File: config.mk
export PLATFORM = sky130hd
export DESIGN_NAME = ifns_decoder_7_deframer
export DESIGN_NICKNAME = d
export VERILOG_FILES = /design/src/rtl/ifns_decoder_7_deframer.sv
export SDC_FILE = /design/constraint.sdc
export NUM_CORES = 1
export LEC_CHECK = 0
export CAP_MARGIN = 10
export CORE_ASPECT_RATIO = 0.75
export CORE_MARGIN = 2
export CORE_UTILIZATION = 25
export DETAILED_ROUTE_END_ITERATION = 6
export HOLD_SLACK_MARGIN = 0.02
export PLACE_DENSITY_LB_ADDON = 0.3
export SYNTH_ARGS = -nofsm -noshare
export SYNTH_HDL_FRONTEND = slang
export SYNTH_SLANG_ARGS = --single-unit
File: constraint.sdc
create_clock -name clock -period 6.1 [get_ports clock]
set_clock_uncertainty 0.15 [all_clocks]
set_input_delay 1.22 -clock clock [delete_from_list [all_inputs] [get_ports clock]]
set_output_delay 1.22 -clock clock [all_outputs]
set_load 0.05 [all_outputs]
File: src/rtl/ifns_decoder_7_deframer.sv
// ifns_decoder_7_deframer: decodes 7-bit IFNS codewords to 5-bit symbols and packs SYMS per word.
// Define IFNS_ERR_CHECK_EN to flag codewords whose weighted sum exceeds 31 on code_err.
module ifns_decoder_7_deframer #(
  parameter int SYMS = 4
) (
  input  logic              clock,
  input  logic              rst_n,
  input  logic [7:1]        code_in,
  input  logic              code_valid,
  input  logic              frame_start,
  output logic [5*SYMS-1:0] data_out,
  output logic              data_valid,
  input  logic              data_ready,
  output logic              overflow,
  output logic              code_err
);
  localparam int DATA_W = 5*SYMS;
  localparam int CW = $clog2(SYMS);
`ifdef IFNS_ERR_CHECK_EN
  localparam int SW = 6;
  logic s2_bad;
`else
  localparam int SW = 5;
`endif
  logic [7:1] s1_code;
  logic s1_valid, s1_fs;
  logic [SW-1:0] sum;
  logic [4:0] s2_sym;
  logic s2_valid, s2_fs;
  logic [CW-1:0] cnt, idx;
  logic [DATA_W-1:0] word, merged;
  logic done, load;
  assign sum = (s1_code[1] ? SW'(1) : SW'(0)) + (s1_code[2] ? SW'(1) : SW'(0))
             + (s1_code[3] ? SW'(2) : SW'(0)) + (s1_code[4] ? SW'(3) : SW'(0))
             + (s1_code[5] ? SW'(5) : SW'(0)) + (s1_code[6] ? SW'(8) : SW'(0))
             + (s1_code[7] ? SW'(13) : SW'(0));
  // frame_start restarts the word: slot 0 on a cleared base
  always_comb begin
    idx = s2_fs ? '0 : cnt;
    merged = s2_fs ? '0 : word;
    for (int k = 0; k < SYMS; k++)
      if (idx == CW'(k)) merged[5*k +: 5] = s2_sym;
    done = s2_valid && idx == CW'(SYMS-1);
    load = done && (!data_valid || data_ready);
  end
  always_ff @(posedge clock or negedge rst_n) begin
    if (!rst_n) begin
      s1_code <= '0;
      s1_valid <= 1'b0;
      s1_fs <= 1'b0;
      s2_sym <= '0;
      s2_valid <= 1'b0;
      s2_fs <= 1'b0;
      cnt <= '0;
      word <= '0;
      data_out <= '0;
      data_valid <= 1'b0;
      overflow <= 1'b0;
    end else begin
      s1_code <= code_in;
      s1_valid <= code_valid;
      s1_fs <= frame_start;
      s2_sym <= sum[4:0];
      s2_valid <= s1_valid;
      s2_fs <= s1_fs;
      if (s2_valid) begin
        word <= done ? '0 : merged;
        cnt <= done ? '0 : idx + CW'(1);
      end
      if (load) begin
        data_out <= merged;
        data_valid <= 1'b1;
      end else if (data_ready) data_valid <= 1'b0;
      if (done && data_valid && !data_ready) overflow <= 1'b1;
    end
  end
`ifdef IFNS_ERR_CHECK_EN
  always_ff @(posedge clock or negedge rst_n) begin
    if (!rst_n) begin
      s2_bad <= 1'b0;
      code_err <= 1'b0;
    end else begin
      s2_bad <= sum[5];
      if (s2_valid && s2_bad) code_err <= 1'b1;
    end
  end
`else
  assign code_err = 1'b0;
`endif
endmodule

==> results of run 1 <==
[cells in the mapped netlist]
cell / number / area share
dfrtp_1: 55 / 0.57
mux2_2: 20 / 0.094
a22o_1: 19 / 0.069
inv_1: 19 / 0.030
a32oi_1: 11 / 0.040
o22ai_1: 11 / 0.029
ha_1: 10 / 0.052
buf_2: 4 / 0.0084
a21oi_1: 3 / 0.0063
buf_4: 3 / 0.0094
clkbuf_1: 3 / 0.0047
fa_1: 3 / 0.025
nand2_1: 3 / 0.0047
nand2b_1: 3 / 0.0078
nor2_1: 2 / 0.0031
nor2_2: 2 / 0.0052
o21ai_0: 2 / 0.0042
xor2_1: 2 / 0.0073
a21o_1: 1 / 0.0031
and3b_1: 1 / 0.0037
buf_1: 1 / 0.0016
conb_1: 1 / 0.0016
nand3b_1: 1 / 0.0031
nor2b_1: 1 / 0.0026
o21bai_1: 1 / 0.0031
o31ai_1: 1 / 0.0031
xnor2_1: 1 / 0.0037
[path summary, 6_finish.rpt]
kind	cells past startpoint	startpoint	slack [ps]	to
hold / removal	0	s1_valid	200	s2_valid
setup reg to reg	7	s2_fs	3500	data_out[12]
setup / recovery	1	data_out[17]	3240	data_out[17]
hold reg to reg	0	s1_valid	200	s2_valid
min in group asynchronous	2	rst_n	890	data_out[7]
max in group asynchronous	2	rst_n	4440	data_out[2]
[layer usage]
metal  up-vias  part of all wire
met5         -                 0
met4         0            0.0096
met3         5             0.046
met2        36              0.42
met1       731              0.53
li1        723                 -
[registers in the layout, indices dropped and copies added, names as in the netlist]
| name | cells |
|---|---|
| s1_fs | 1 |
| overflow | 1 |
| data_valid | 1 |
| data_out | 20 |
| cnt | 2 |
| s1_valid | 1 |
| s2_sym | 5 |
| s1_code | 7 |
| s2_fs | 1 |
| word | 15 |
| s2_valid | 1 |
[area by class of cell]
type,instances,share of cell area
tap,128,0.05316
sequential,55,0.4568
inverter,19,0.02367
timing repair buffer,35,0.1130
clock inverter,3,0.01578
multi-input combinational,99,0.2961
clock buffer,5,0.04153
[cells by family after synthesis]
| family | count (synthesis) | share of synthesized area |
|---|---|---|
| buffers and inverters | 30 | 0.05376 |
| adders and majority gates | 13 | 0.07725 |
| and+or+nand+nor | 13 | 0.03028 |
| DFF | 55 | 0.5741 |
| xor gates and xnor gates | 3 | 0.01096 |
| AOI/OAI and AO/OA | 49 | 0.1581 |
| muxes | 20 | 0.09395 |
| other | 1 | 0.001564 |
[through the flow]
step           worst slack (ps)  instance area (µm²)  power, mW  instances    util
3_5_place_dp               3207                 2840     0.9933        336  0.3088
4_1_cts                    3225                 3013      1.331        344  0.3276
6_report                   3241                 3013      1.309        344  0.3276
5_1_grt                    3195                 3013      1.376        344  0.3276
2_1_floorplan              3822                 2397     0.8299        184       -
3_3_place_gp               3221                 2840     0.9875        336  0.3088
[report_power, final]
part / leakage (nW) / total [mW] / switching (mW) / internal [mW]
combinational: 0.565 / 0.450 / 0.272 / 0.178
sequential: 0.696 / 0.531 / 0.0761 / 0.455
clock: 0.0844 / 0.328 / 0.132 / 0.196
==> impl_summary.md, run 1 <==
Route
The routed length per instance is 13.39 µm. For this block, the routed nets add up to approximately 4600 µm of wire. The iteration-0 DRC count of the detailed router is between 90 and 100.

In the routed design, unresolved DRC markers number 0. The count of vias placed by the detailed router is between 1,000 and 1,500. The first detailed-routing pass ran for 4 iterations.

The average via count per standard cell is 4.346. Once detail routing completed, the nets flagged for antenna violations numbered 0.

Floorplanning
The floorplan step set the die width to ~120 µm. The die footprint is 10,400 µm². For this configuration, the core starts out at a cell density of 0.2607. From bottom edge to top edge, the die measures 88.81 µm. The core area is 9196 µm². The number of primary I/O pins is 35. The floorplan row count is 30.

Cells and area
Relative to the synthesized area, the layout overhead comes to 25.68%. Leaving out fill and tap cells, the most frequent cell in the layout is dfrtp_1. After filler insertion, the fill cell instance count of the layout stands at roughly 950.

After the last flow step, the layout net total stands at 240. 0 antenna diodes ended up in the layout. Leaving out fill and tap cells, the most frequent cells in the layout are 55 x dfrtp_1, 32 x clkdlybuf4s50_1, 20 x mux2_2. Of the cells placed in the final design, the portion with a size suffix greater than 1 is 0.1528. Registers take ~1400 µm². In the final layout, the multi-input gates occupy ~900 µm².

Clock network
Counting every sink on the clock net gives 55. The number of levels in the clock H-tree is 2. No sink is reached through more buffers than the 2 on the longest clock path. The later pin in the worst-skew pair is clocked with a latency of a little under 300 ps. After clock tree synthesis, the clock-pin slew on the worst setup and hold paths is about 70 ps. Hold repair after CTS inserted 0 buffers. After clock tree synthesis, the setup repair step added 0 buffers. The clock root buffer is clkbuf_16. Gates resized during post-CTS repair numbered 0. Clock tree synthesis inserted a total of 5 buffers.

The CTS tree is done.

STA
The clock period could shrink to 2859 ps. At the pin with the least slew margin, the transition time is roughly 920 ps. The final worst-path cycle share is 0.4687.

Measured against its own limit, the worst slew margin works out to 0.3896. Hold is met by 200.4 ps. Timing would allow up to 349.8 MHz. The final total negative setup slack is 0 ps. Setup repair after global routing left no endpoint under its margin.

The number of endpoints failing setup at the final stage is 0. The count of pins over their slew limit is 0. The final hold violation count is 0.

Global route
The global routing usage summed across all routing layers is 0.09717. For met2 alone, demand over resource in global routing was 0.1382. The layer flagged by global routing as most heavily used is met1. Global routing finished with a remaining overflow of 0. The number of antenna violations at the first check in global routing is 0.

The first global-routing pass estimated about 7600 µm of wire. Entering global routing, the biggest net connects 56 pins. The number of global-route vias before repair is 1,509. For this run, global-route usage on met1 was measured as 0.1408. The met3 layer usage reported by global route is 0.02945.

Logic synthesis
The mapped netlist covers 2397 µm². Counting every instance in the synthesized netlist gives 184. The number of warnings issued by yosys is 0. The portion of the post-synthesis area used by sequential elements is 0.5741. The synthesized area per cell is around 13 µm².

Synthesis produced a netlist with a net count of around 210. The count of unique library cells instantiated by Yosys is 27. The synthesized design contains 55 register bits.

Place
The count of input and output buffers is 33. The wire-length estimate of the detail-placed layout is between 3000 and 4000 µm. The routability congestion estimate from global placement is about 0.67.

Setup path
The setup path with the least slack is of type flop to output pin. The stage delay of the slowest cell on the critical path is between 800 and 900 ps. The worst setup path is launched from a flop. The critical path goes through clkdlybuf4s50_1.

Counting both buffers and inverters, the worst setup path holds a total of 1. The slowest stage of the critical path is the clkdlybuf4s50_1 cell. On the critical path the largest part of the delay comes from buffers and inverters. The critical path endpoint category is an output pin. The arrival time at the worst endpoint is 1490 ps. STA puts the critical path data required time at roughly 4700 ps. The top fanout value on the critical path is 2.

Worst hold path
The worst hold path belongs to the class flop to flop.

Job
Across the run, the number of max-cap violations was 0.

Pwr
IR analysis of the VDD net gives a maximum drop of roughly 0.19 mV. The leakage dissipation is about 1.3 nW. In this run the power density over the cells is between 400 and 500 nW/µm².

Outcome
The flow ran to the end, and the final reports show no timing, DRC or antenna violations.
(Power assumes the default switching activity.)
==> inputs of run 2 (changes only) <==
Clock period 6.1 ns to 2.45 ns, I/O delays scaled along.
==> run 2 against run 1 <==
Effect of this change:
- critical path depth increased by 7
- cell count up 0.87%
- sequential cell count unchanged
- highest routed layer unchanged
- die area is the same
==> impl_summary.md, run 2 (synthesis gave the netlist of run 1 again) <==
Outcome
The run finished with clean final reports.

Setup path
The stage delay of the slowest cell on the critical path came to 460 ps (-360 ps). On the critical path the largest part of the delay comes from adder cells. The cell seen most often among critical-path stages is fa_1. The top fanout value on the critical path came to 2 (unchanged). The critical path required time is 2520 ps (-2210 ps). The slowest stage of the critical path is the fa_1 cell.

The critical path endpoint category is a flop. Traced cell by cell, the critical path runs through fa_1 -> inv_1 -> fa_1 -> inv_1 -> fa_1 -> a21o_1 -> a21oi_1 -> xnor2_1. The sort of element at the start of the critical path is a flop. The arrival time at the worst endpoint is 2330 ps (+840 ps). The path type of the worst setup path is flop to flop.

The combined buffer and inverter count along the critical path is 2 (+1).

Place
The placed standard-cell area was 2888 µm² (+1.7%). The routability congestion estimate from global placement was 0.7103 (+5.7%). The count of input and output buffers is 33 (unchanged). The post-placement cell count is 339 (+0.89%). The HPWL after detailed placement is 3257 µm (+7.7%).

Cells and area
The number of flip-flops under the largest register name was 20 (unchanged). The area growth from synthesis to layout is 26.77%. In the layout the commonest cells are 55 x dfrtp_1, 32 x clkdlybuf4s50_1, 20 x mux2_2. The largest registers in the layout are data_out: 20 flops, word: 15 flops, s1_code: 7 flops. The proportion of layout cells with a drive suffix above 1 is 0.1644 (+0.01161). The library cell used most frequently in the layout, excluding fill and tap cells, is dfrtp_1. The post-route cell area is 3039 µm² (+0.87%). The non-filler instance count after layout is 347 (+0.87%). The number of nets in the final layout is 243 (+1.3%). The total inserted antenna cells is 0 (unchanged). The register name with the most flops is data_out.

STA
Static timing analysis puts the maximum clock frequency at 442.7 MHz. The tightest hold margin is 20.82 ps (-179.6 ps). Dividing the final minimum period by the clock period gives 0.9220. The relative slew slack is 0.6469 (+0.2573).

The pin slew with the least headroom to its limit was 529.6 ps (-386.0 ps). Subtracting the final worst setup slack from the clock period gives 2259 ps. The final hold violation count is 0 (unchanged). Setup repair after global routing left no endpoint under its margin.

The count of pins over their slew limit is 0 (unchanged). The number of endpoints failing setup at the final stage is 0 (unchanged). The final total negative setup slack was 0 ps (unchanged).

Global route
The global routing usage summed across all routing layers is 0.09914 (+0.001972). The largest net degree at the start of global routing is 36 (-36%). The number of antenna violations at the first check in global routing is 0 (unchanged). The global-route wire length before repair came to 7776 µm (+1.8%). The overall overflow remaining after global route was 0 (unchanged). The number of global-route vias before repair is 1,544 (+2.3%).

Route
The average via count per standard cell came to 4.363 (+0.40%). The overall routed net length is 4858 µm (+5.5%). The remaining antenna violation count is 0 (unchanged).

The count of unresolved DRC violations after routing is 0 (unchanged). The detailed-router iteration count before antenna repair is 4 (unchanged). The count of vias placed by the detailed router came to 1,514 (+1.3%).

The iteration-0 DRC count of the detailed router is 46 (-53%). The routed length per instance came to 14.00 µm (+4.6%).

Floorplanning
The core area is 9196 µm² (unchanged). The number of primary I/O pins is 35 (unchanged). The die footprint is 10,400 µm² (unchanged). The die outline width was 117.1 µm (unchanged). The die outline height was 88.81 µm (unchanged). The starting utilization of the core area was 0.2607 (unchanged). The floorplan row count is 30 (unchanged).

Clock network
The number of buffers inserted to repair setup after CTS is 0 (unchanged). The CTS tree is done. The clock latency reported for the late side of the worst-skew pair is 290 ps (about the same). The cts-stage hold buffer count is 0 (unchanged). The quantity of gates resized following cts is 0 (unchanged). The maximum buffer depth of the clock tree is 2 (unchanged). The register clock-pin slew on the reported worst setup and hold paths is 80 ps (about the same). The root buffer cell chosen for the clock tree is clkbuf_16.

The number of clock sinks seen by CTS was 55 (unchanged). The number of levels in the clock H-tree is 2 (unchanged). The number of clock buffers inserted by TritonCTS was 5 (unchanged).

Pwr
The maximum vdd ir drop was 0.5536 mV (+190%). The power density relative to cell area is 1049 nW/µm² (+140%). The leakage dissipation came to 1.359 nW (+1.0%).

Job
The number of violations of the max-capacitance limit came to 0 (unchanged).

Worst hold path
In this run the worst hold path is classified as primary input to asynchronous set/reset pin.
## run 2: cell count changes in the layout (fill, tap and decap cells not counted), sizes merged
cell and change:
bufinv -1, clkinv -1, buf +3, inv +2
## run 2: metrics by stage
stage               setup WS (ps)  power (mW)  utilization
CTS                         175.1       3.227       0.3305
finish                      191.0       3.188       0.3305
global route                61.01       3.351       0.3305
detailed placement          192.3       2.487       0.3140
global placement            224.3       2.464       0.3140
floorplan                   276.1       2.066            -
## run 2: final cells by class
class,instances,area [µm²]
clock buffers,5,125.1
clock inverters,3,26.28
fillers,929,6157
inverters,19,71.32
multi-input cells,99,892.1
flip-flops and latches,55,1376
well taps,128,160.2
repair buffers,38,387.9
## run 2: final timing paths
path / startpoint / to / slack [ps] / cells past startpoint
hold reg to reg: s1_valid / s2_valid / 200 / 0
max in group asynchronous: rst_n / s2_fs / 1560 / 2
min in group clock: s1_valid / s2_valid / 200 / 0
setup / recovery: s1_code[1] / s2_sym[4] / 190 / 8
hold / removal: rst_n / data_out[6] / 20 / 1
setup reg to reg: s1_code[1] / s2_sym[4] / 190 / 8
## run 2: layer usage
metal	up-vias	share of wire	track usage
met1	752	0.51	0.1386
met2	32	0.44	0.1508
li1	726	-	-
met5	-	0	0
met3	4	0.048	0.03014
met4	0	0.0080	0.02567
## run 2: where the power goes
part	leakage [nW]	internal (mW)	switching (mW)
combinational	0.587	0.450	0.688
clock	0.0752	0.391	0.339
sequential	0.696	1.13	0.188
total	1.36	1.97	1.21
